**src/rtl/re_ack_pkg.sv**
```systemverilog
`default_nettype none
// ============================================================================
// re_ack_pkg : shared types and defaults for the re_ack_sequencer block
// Revision   : 1.0
// ============================================================================
package re_ack_pkg;

   typedef enum logic [2:0] {
      IDLE     = 3'd0,
      SAMPLE   = 3'd1,
      HOLD     = 3'd2,
      ACK      = 3'd3,
      WAIT_REL = 3'd4
   } state_t;

   localparam logic GNT_FWD = 1'b0;
   localparam logic GNT_RE  = 1'b1;

   localparam int DEF_GO_CYCLES = 4;
   localparam int DEF_CNT_W     = 3;
   localparam int DEF_TIMEOUT   = 16;
   localparam int DEF_TO_W      = 5;

endpackage
`default_nettype wire

```
**src/rtl/re_ack_sequencer_if.sv**
```systemverilog
`default_nettype none
// ============================================================================
// re_ack_sequencer_if : two 4-phase requesters plus shared latch-stage controls
// Revision            : 1.0
// ============================================================================
interface re_ack_sequencer_if;

   logic rreq;
   logic rack;
   logic rereq;
   logic reack;
   logic sample;
   logic goml;
   logic gnt_re;
   logic err;

   modport master (
      output rreq, rereq,
      input  rack, reack, sample, goml, gnt_re, err
   );

   modport slave (
      input  rreq, rereq,
      output rack, reack, sample, goml, gnt_re, err
   );

endinterface
`default_nettype wire

```
**src/rtl/re_ack_hold_cnt.sv**
```systemverilog
`default_nettype none
// ============================================================================
// re_ack_hold_cnt : loadable saturating down-counter with zero flag
// Revision        : 1.0
// ============================================================================
module re_ack_hold_cnt #(
   parameter int CNT_W = 3
) (
   input  wire logic             clk,
   input  wire logic             rst,
   input  wire logic             load_i,
   input  wire logic [CNT_W-1:0] val_i,
   input  wire logic             dec_i,
   output logic                  zero_o
);

   logic [CNT_W-1:0] cnt_q;
   logic [CNT_W-1:0] cnt_d;

   always_comb begin
      cnt_d = cnt_q;
      if (load_i) begin
         cnt_d = val_i;
      end else if (dec_i && (cnt_q != '0)) begin
         cnt_d = cnt_q - 1'b1;
      end
   end

   always_ff @(posedge clk) begin
      if (rst) begin
         cnt_q <= '0;
      end else begin
         cnt_q <= cnt_d;
      end
   end

   assign zero_o = (cnt_q == '0);

endmodule
`default_nettype wire

```
**src/rtl/re_ack_sequencer.sv**
```systemverilog
`default_nettype none
// ============================================================================
// re_ack_sequencer : round-robin sequencer sharing one sample/master-latch stage
// Revision         : 1.0
// ============================================================================
module re_ack_sequencer
   import re_ack_pkg::*;
#(
   parameter int GO_CYCLES = DEF_GO_CYCLES,
   parameter int CNT_W     = DEF_CNT_W,
   parameter int TIMEOUT   = DEF_TIMEOUT,
   parameter int TO_W      = DEF_TO_W
) (
   input  wire logic         clk,
   input  wire logic         rst,
   re_ack_sequencer_if.slave bus
);

   localparam logic [CNT_W-1:0] HOLD_INIT = CNT_W'(GO_CYCLES - 1);
   localparam logic [TO_W-1:0]  TO_LIMIT  = TO_W'(TIMEOUT);
   localparam logic [TO_W-1:0]  TO_MAX    = '1;

   state_t          state_q, state_d;
   logic            rreq_q, rereq_q;
   logic            pend_f_q, pend_f_d, pend_r_q, pend_r_d;
   logic            gnt_re_q, gnt_re_d;
   logic            err_q, err_d;
   logic [TO_W-1:0] to_cnt_q, to_cnt_d;
   logic            sample_q, goml_q, rack_q, reack_q;
   logic            elig_f, elig_r, grant_f, grant_r, greq;
   logic            hold_load, hold_dec, hold_zero;

   re_ack_hold_cnt #(.CNT_W(CNT_W)) u_hold_cnt (
      .clk    (clk),
      .rst    (rst),
      .load_i (hold_load),
      .val_i  (HOLD_INIT),
      .dec_i  (hold_dec),
      .zero_o (hold_zero)
   );

   always_comb begin
      state_d   = state_q;
      gnt_re_d  = gnt_re_q;
      to_cnt_d  = '0;
      hold_load = 1'b0;
      hold_dec  = 1'b0;
      grant_f   = 1'b0;
      grant_r   = 1'b0;
      // A request is eligible on a fresh rising edge or while still pending.
      elig_f    = bus.rreq  & (pend_f_q | ~rreq_q);
      elig_r    = bus.rereq & (pend_r_q | ~rereq_q);
      greq      = gnt_re_q ? bus.rereq : bus.rreq;
      case (state_q)
         IDLE: begin
            if (elig_f | elig_r) begin
               grant_r   = elig_r & (~elig_f | ~gnt_re_q);
               grant_f   = ~grant_r;
               gnt_re_d  = grant_r ? GNT_RE : GNT_FWD;
               hold_load = 1'b1;
               state_d   = SAMPLE;
            end
         end
         SAMPLE, HOLD: begin
            if (hold_zero) begin
               state_d = ACK;
            end else begin
               hold_dec = 1'b1;
               state_d  = HOLD;
            end
         end
         ACK: begin
            state_d  = WAIT_REL;
            to_cnt_d = TO_W'(1);
         end
         WAIT_REL: begin
            if (!greq) begin
               state_d = IDLE;
            end else begin
               to_cnt_d = (to_cnt_q == TO_MAX) ? to_cnt_q : to_cnt_q + 1'b1;
            end
         end
         default: state_d = IDLE;
      endcase
      pend_f_d = elig_f & ~grant_f;
      pend_r_d = elig_r & ~grant_r;
      err_d    = err_q | ((state_d == WAIT_REL) && (to_cnt_d >= TO_LIMIT));
   end

   // Held requests are captured at reset so they need a fresh edge afterwards.
   always_ff @(posedge clk) begin
      if (rst) begin
         state_q  <= IDLE;
         rreq_q   <= bus.rreq;
         rereq_q  <= bus.rereq;
         pend_f_q <= 1'b0;
         pend_r_q <= 1'b0;
         gnt_re_q <= 1'b1;
         err_q    <= 1'b0;
         to_cnt_q <= '0;
         sample_q <= 1'b0;
         goml_q   <= 1'b0;
         rack_q   <= 1'b0;
         reack_q  <= 1'b0;
      end else begin
         state_q  <= state_d;
         rreq_q   <= bus.rreq;
         rereq_q  <= bus.rereq;
         pend_f_q <= pend_f_d;
         pend_r_q <= pend_r_d;
         gnt_re_q <= gnt_re_d;
         err_q    <= err_d;
         to_cnt_q <= to_cnt_d;
         sample_q <= (state_d == SAMPLE);
         goml_q   <= (state_d == SAMPLE) || (state_d == HOLD);
         rack_q   <= (state_d == WAIT_REL) && (gnt_re_d == GNT_FWD);
         reack_q  <= (state_d == WAIT_REL) && (gnt_re_d == GNT_RE);
      end
   end

   assign bus.sample = sample_q;
   assign bus.goml   = goml_q;
   assign bus.rack   = rack_q;
   assign bus.reack  = reack_q;
   assign bus.gnt_re = gnt_re_q;
   assign bus.err    = err_q;

endmodule
`default_nettype wire

```
**src/flat_wrapper.sv**
```systemverilog
// flat-port wrapper written by rule: the top's interface ports become plain ports
module re_ack_sequencer_flat import re_ack_pkg::*;
#(
   parameter int GO_CYCLES = DEF_GO_CYCLES,
   parameter int CNT_W     = DEF_CNT_W,
   parameter int TIMEOUT   = DEF_TIMEOUT,
   parameter int TO_W      = DEF_TO_W
)
  (clk, rst, bus_rreq, bus_rereq, bus_rack, bus_reack, bus_sample, bus_goml, bus_gnt_re, bus_err);
  re_ack_sequencer_if bus_i ();
  input  wire logic clk;
  input  wire logic rst;
  input wire logic [$bits(bus_i.rreq)-1:0] bus_rreq;
  input wire logic [$bits(bus_i.rereq)-1:0] bus_rereq;
  output wire logic [$bits(bus_i.rack)-1:0] bus_rack;
  output wire logic [$bits(bus_i.reack)-1:0] bus_reack;
  output wire logic [$bits(bus_i.sample)-1:0] bus_sample;
  output wire logic [$bits(bus_i.goml)-1:0] bus_goml;
  output wire logic [$bits(bus_i.gnt_re)-1:0] bus_gnt_re;
  output wire logic [$bits(bus_i.err)-1:0] bus_err;
  assign bus_i.rreq = bus_rreq;
  assign bus_i.rereq = bus_rereq;
  assign bus_rack = bus_i.rack;
  assign bus_reack = bus_i.reack;
  assign bus_sample = bus_i.sample;
  assign bus_goml = bus_i.goml;
  assign bus_gnt_re = bus_i.gnt_re;
  assign bus_err = bus_i.err;
  re_ack_sequencer #(.GO_CYCLES(GO_CYCLES), .CNT_W(CNT_W), .TIMEOUT(TIMEOUT), .TO_W(TO_W)) u_core (.clk(clk), .rst(rst), .bus(bus_i));
endmodule
```
**config.mk**
```make
export PLATFORM = sky130hd
export DESIGN_NAME = re_ack_sequencer_flat
export DESIGN_NICKNAME = d
export VERILOG_FILES = /design/src/rtl/re_ack_pkg.sv /design/src/rtl/re_ack_sequencer_if.sv /design/src/rtl/re_ack_hold_cnt.sv /design/src/rtl/re_ack_sequencer.sv /design/src/flat_wrapper.sv
export SDC_FILE = /design/constraint.sdc
export NUM_CORES = 1
export LEC_CHECK = 0
export CORE_MARGIN = 2
export CORE_UTILIZATION = 52
export CTS_BUF_LIST = sky130_fd_sc_hd__clkbuf_8 sky130_fd_sc_hd__clkbuf_16
export CTS_CLUSTER_SIZE = 10
export DETAILED_ROUTE_END_ITERATION = 10
export HOLD_SLACK_MARGIN = 0.1
export PLACE_DENSITY = 0.72
export RECOVER_POWER = 25
export SETUP_SLACK_MARGIN = 0.2
export SYNTH_ARGS = -nofsm -noshare
export SYNTH_HDL_FRONTEND = slang
export SYNTH_SLANG_ARGS = --single-unit
```
**constraint.sdc**
```tcl
create_clock -name clk -period 2 [get_ports clk]
set_clock_uncertainty 0.15 [all_clocks]
set_input_delay 0.4 -clock clk [delete_from_list [all_inputs] [get_ports clk]]
set_output_delay 0.4 -clock clk [all_outputs]
set_load 0.02 [all_outputs]
```
==> metrics <==
Routed WL per cell=12.07 um; Mapped Cells=85; antenna diode count=0; commonest non-fill, non-tap cell in the layout=dfxtp_1; first-pass GRT wire length=between 2 and 2.5 mm; hold slack=approximately 0.3 ns; GRT busiest layer=met2; post-route worst setup slack=about 0.24 ns; Int Pwr=around 900 uW; CTS Buf Count=3; Tmin final=1.762 ns; syn_area_per_cell=10.02 sq um; nets=~110; switch share=0.3409; gpl congestion=0.8392; crit-path cells=dlygate4sd3_1 > mux2_2 > nand4b_1 > nand2_1 > and2_1; max incr delay on CP=0.59 ns; Post CTS Setup Buffer Count=0; layout cell share with drive strength beyond 1=0.1134; static leakage=around 0.00040 uW; # resized after CTS=1; CP Class=in2reg; Vias per Instance=~5.4; sequential power share=0.420; delay-heaviest family, CP=buffers and inverters; routed vias=approximately 600; Critical Path Start Type=primary input; max-cap viol count=0; FF+latch count, synth=21; # H-tree levels=1; CTS tree=yes; mux share of post-synthesis cell area=0.03671; Post-Synth XOR/XNOR Area=0.04112; Worst EP arrival=~1.8 ns; post-synthesis compound-gate area fraction=0.1542; DRT iter0 DRCs=12; total core area=about 1500 sq um; Worst-Skew Late Latency=approximately 0.25 ns; clock-pin slew on the worst setup and hold paths=around 0.070 ns; Clock Power Share=0.201; PortBufs=9; DPL Wire Length=1.004 mm; setup TNS=0 ns; power per cell area=1329 nW/um^2; outcome=finished, final reports clean; Synth Net Count=between 90 and 100; Syn-to-layout area delta=17.33%; routing usage on met2=0.2493; GR Util met1=0.2372; Gate power share=0.379; Die Ht=44.48 um; # clock sinks=21; Total Wirelength=around 1.4 mm; WP data required=2.00 ns; Psw=453.0 uW; GRT overflow=0; pre-CTS WS=0.08715 ns; RSZ-0062 raised after global routing=no; CP max stage cell=dlygate4sd3_1; # setup viols final=0; cts hold-fix bufs=0; clock buffer depth=2; Adder-Cell Fraction of Synth Area=0.04405; DIE AREA=1978 sq um; vias in the first global route=a little under 600; initial antenna violation count=0; Critical Path End Type=register; worst-path fanout max=7; Slew Limit Fails=0; fmax=roughly 570 MHz; Initial Utilization=0.5591; sequential area share after synthesis=0.4934; multi-input logic area=between 300 and 400 sq um; Synth area leader=dfxtp_1; post-route ant nets=0; Netlist cell types=31; DRC=0; share of the synthesized area in the top cell type=0.4934; Synth warnings=0; main area contributors after synthesis=dfxtp_1, ha_1, a21oi_1, nor2_1, xnor2_1; mapped cell area=between 800 and 900 sq um; buffer and inverter count on the worst path=1; largest net degree at the start of global routing=13; Ports=10; Sequential Area=~420 sq um; Tcrit/Tclk final=0.8812; Layout Cells excl Fill=approximately 110; Hold Path Class=reg2reg; all-layer global routing usage=0.1692; actual slew at the worst max-slew pin=just under 0.6 ns; dpl cells=between 100 and 150; first-pass iteration count of the detailed router=4; Row Count=14; Slew HR=0.5981; largest family of logic cells by synthesized area=simple AND/OR/NAND/NOR gates; root buffer cell=clkbuf_8; most frequent cells in the layout=dfxtp_1, nor2_1, a21oi_1; Peak VDD IR=around 0.00078 V; Die Span X=roughly 44 um; simple-gate area share of the yosys netlist=0.1865; Fin. Hold Viols=0; Layout fillers=140; met3 GRT Util=0.03673
==> final cells by class <==
type                            count  area share
Clock inverter                      1    0.005006
Tap cell                           16     0.02003
Timing Repair Buffer               10     0.09637
Multi-Input combinational cell     56      0.3942
Inverter                            6     0.02253
Clock buffer                        3     0.04130
Sequential cell                    21      0.4205
==> metal layers <==
| metal | up-vias | routed length [um] | share of wire |
|---|---|---|---|
| met5 | - | 0 | 0 |
| met4 | 0 | 9 | 0.0066 |
| met3 | 2 | 49 | 0.036 |
| met2 | 11 | 576 | 0.42 |
| met1 | 278 | 728 | 0.53 |
| li1 | 318 | - | - |
==> worst paths after layout <==
kind                             start                                 endpoint  slack [ns]  cells past startpoint
max                           bus_rreq               u_core.bus.rack$_SDFF_PP0_        0.24                      5
min          u_core.bus.err$_SDFF_PP0_                u_core.bus.err$_SDFF_PP0_        0.31                      2
max reg2reg     u_core.rereq_q$_DFF_P_  u_core.u_hold_cnt.cnt_q[0]$_SDFFE_PP0P_        0.41                      4
min reg2reg  u_core.bus.err$_SDFF_PP0_                u_core.bus.err$_SDFF_PP0_        0.31                      2
==> flip-flops by register name, indices dropped and copies added (netlist names) <==
register	flops
u_core.pend_f_q	1
u_core.bus.sample	1
u_core.state_q	3
u_core.bus.reack	1
u_core.u_hold_cnt.cnt_q	3
u_core.rreq_q	1
u_core.bus.gnt_re	1
u_core.rereq_q	1
u_core.pend_r_q	1
u_core.bus.err	1
u_core.bus.goml	1
u_core.bus.rack	1
u_core.to_cnt_q	5
==> power by group through the flow <==
stage          sequential, uW  combinational, uW  clock [uW]
5_1_grt                   572                573         293
4_1_cts                   559                509         278
6_report                  559                503         267
3_5_place_dp              569                506           0
3_3_place_gp              564                500           0
2_1_floorplan             581                379           0
==> cells by family (layout without fill, tap and decap cells) <==
logic type / Yosys count / in the layout
adders and majority gates: 3 / 3
xor gates and xnor gates: 4 / 4
AOI/OAI and AO/OA: 19 / 19
DFF: 21 / 21
buffers and inverters: 8 / 20
and+or+nand+nor: 27 / 27
muxes: 3 / 3
==> tightest hold or removal path: cells and delay by family (launching register included) <==
family                 cells  cell delay, ns
AO/OA/AOI/OAI              1            0.05
flip-flops                 1            0.31
buffers and inverters      1            0.05
==> synthesized netlist by cell type <==
cell,count
a31oi_1,1
nand4_1,2
xor2_1,1
dfxtp_1,21
nor2b_1,1
a221oi_2,1
nand2b_1,3
a31o_2,2
nand3_1,2
mux2i_1,2
and2_1,1
clkbuf_1,1
a21o_1,1
xnor2_1,3
o21ai_0,1
o21a_1,2
nor3b_4,1
nor2_1,7
o21ai_1,1
nand4b_1,1
a21oi_1,7
ha_1,3
inv_1,6
or3_1,1
nor3_1,5
o31a_1,2
buf_6,1
nand2_1,2
nor3b_2,1
mux2_2,1
a21boi_0,1
==> metrics by stage <==
step / power (uW) / utilization / area, sq um
after detailed placement: 1075 / 0.6264 / 954.7
final: 1329 / 0.6560 / 999.7
after CTS: 1347 / 0.6560 / 999.7
after global placement: 1064 / 0.6264 / 954.7
after floorplan: 959.6 / - / 852.1
after global routing: 1438 / 0.6560 / 999.7
No activity file was read; power rests on OpenSTA's default activity.
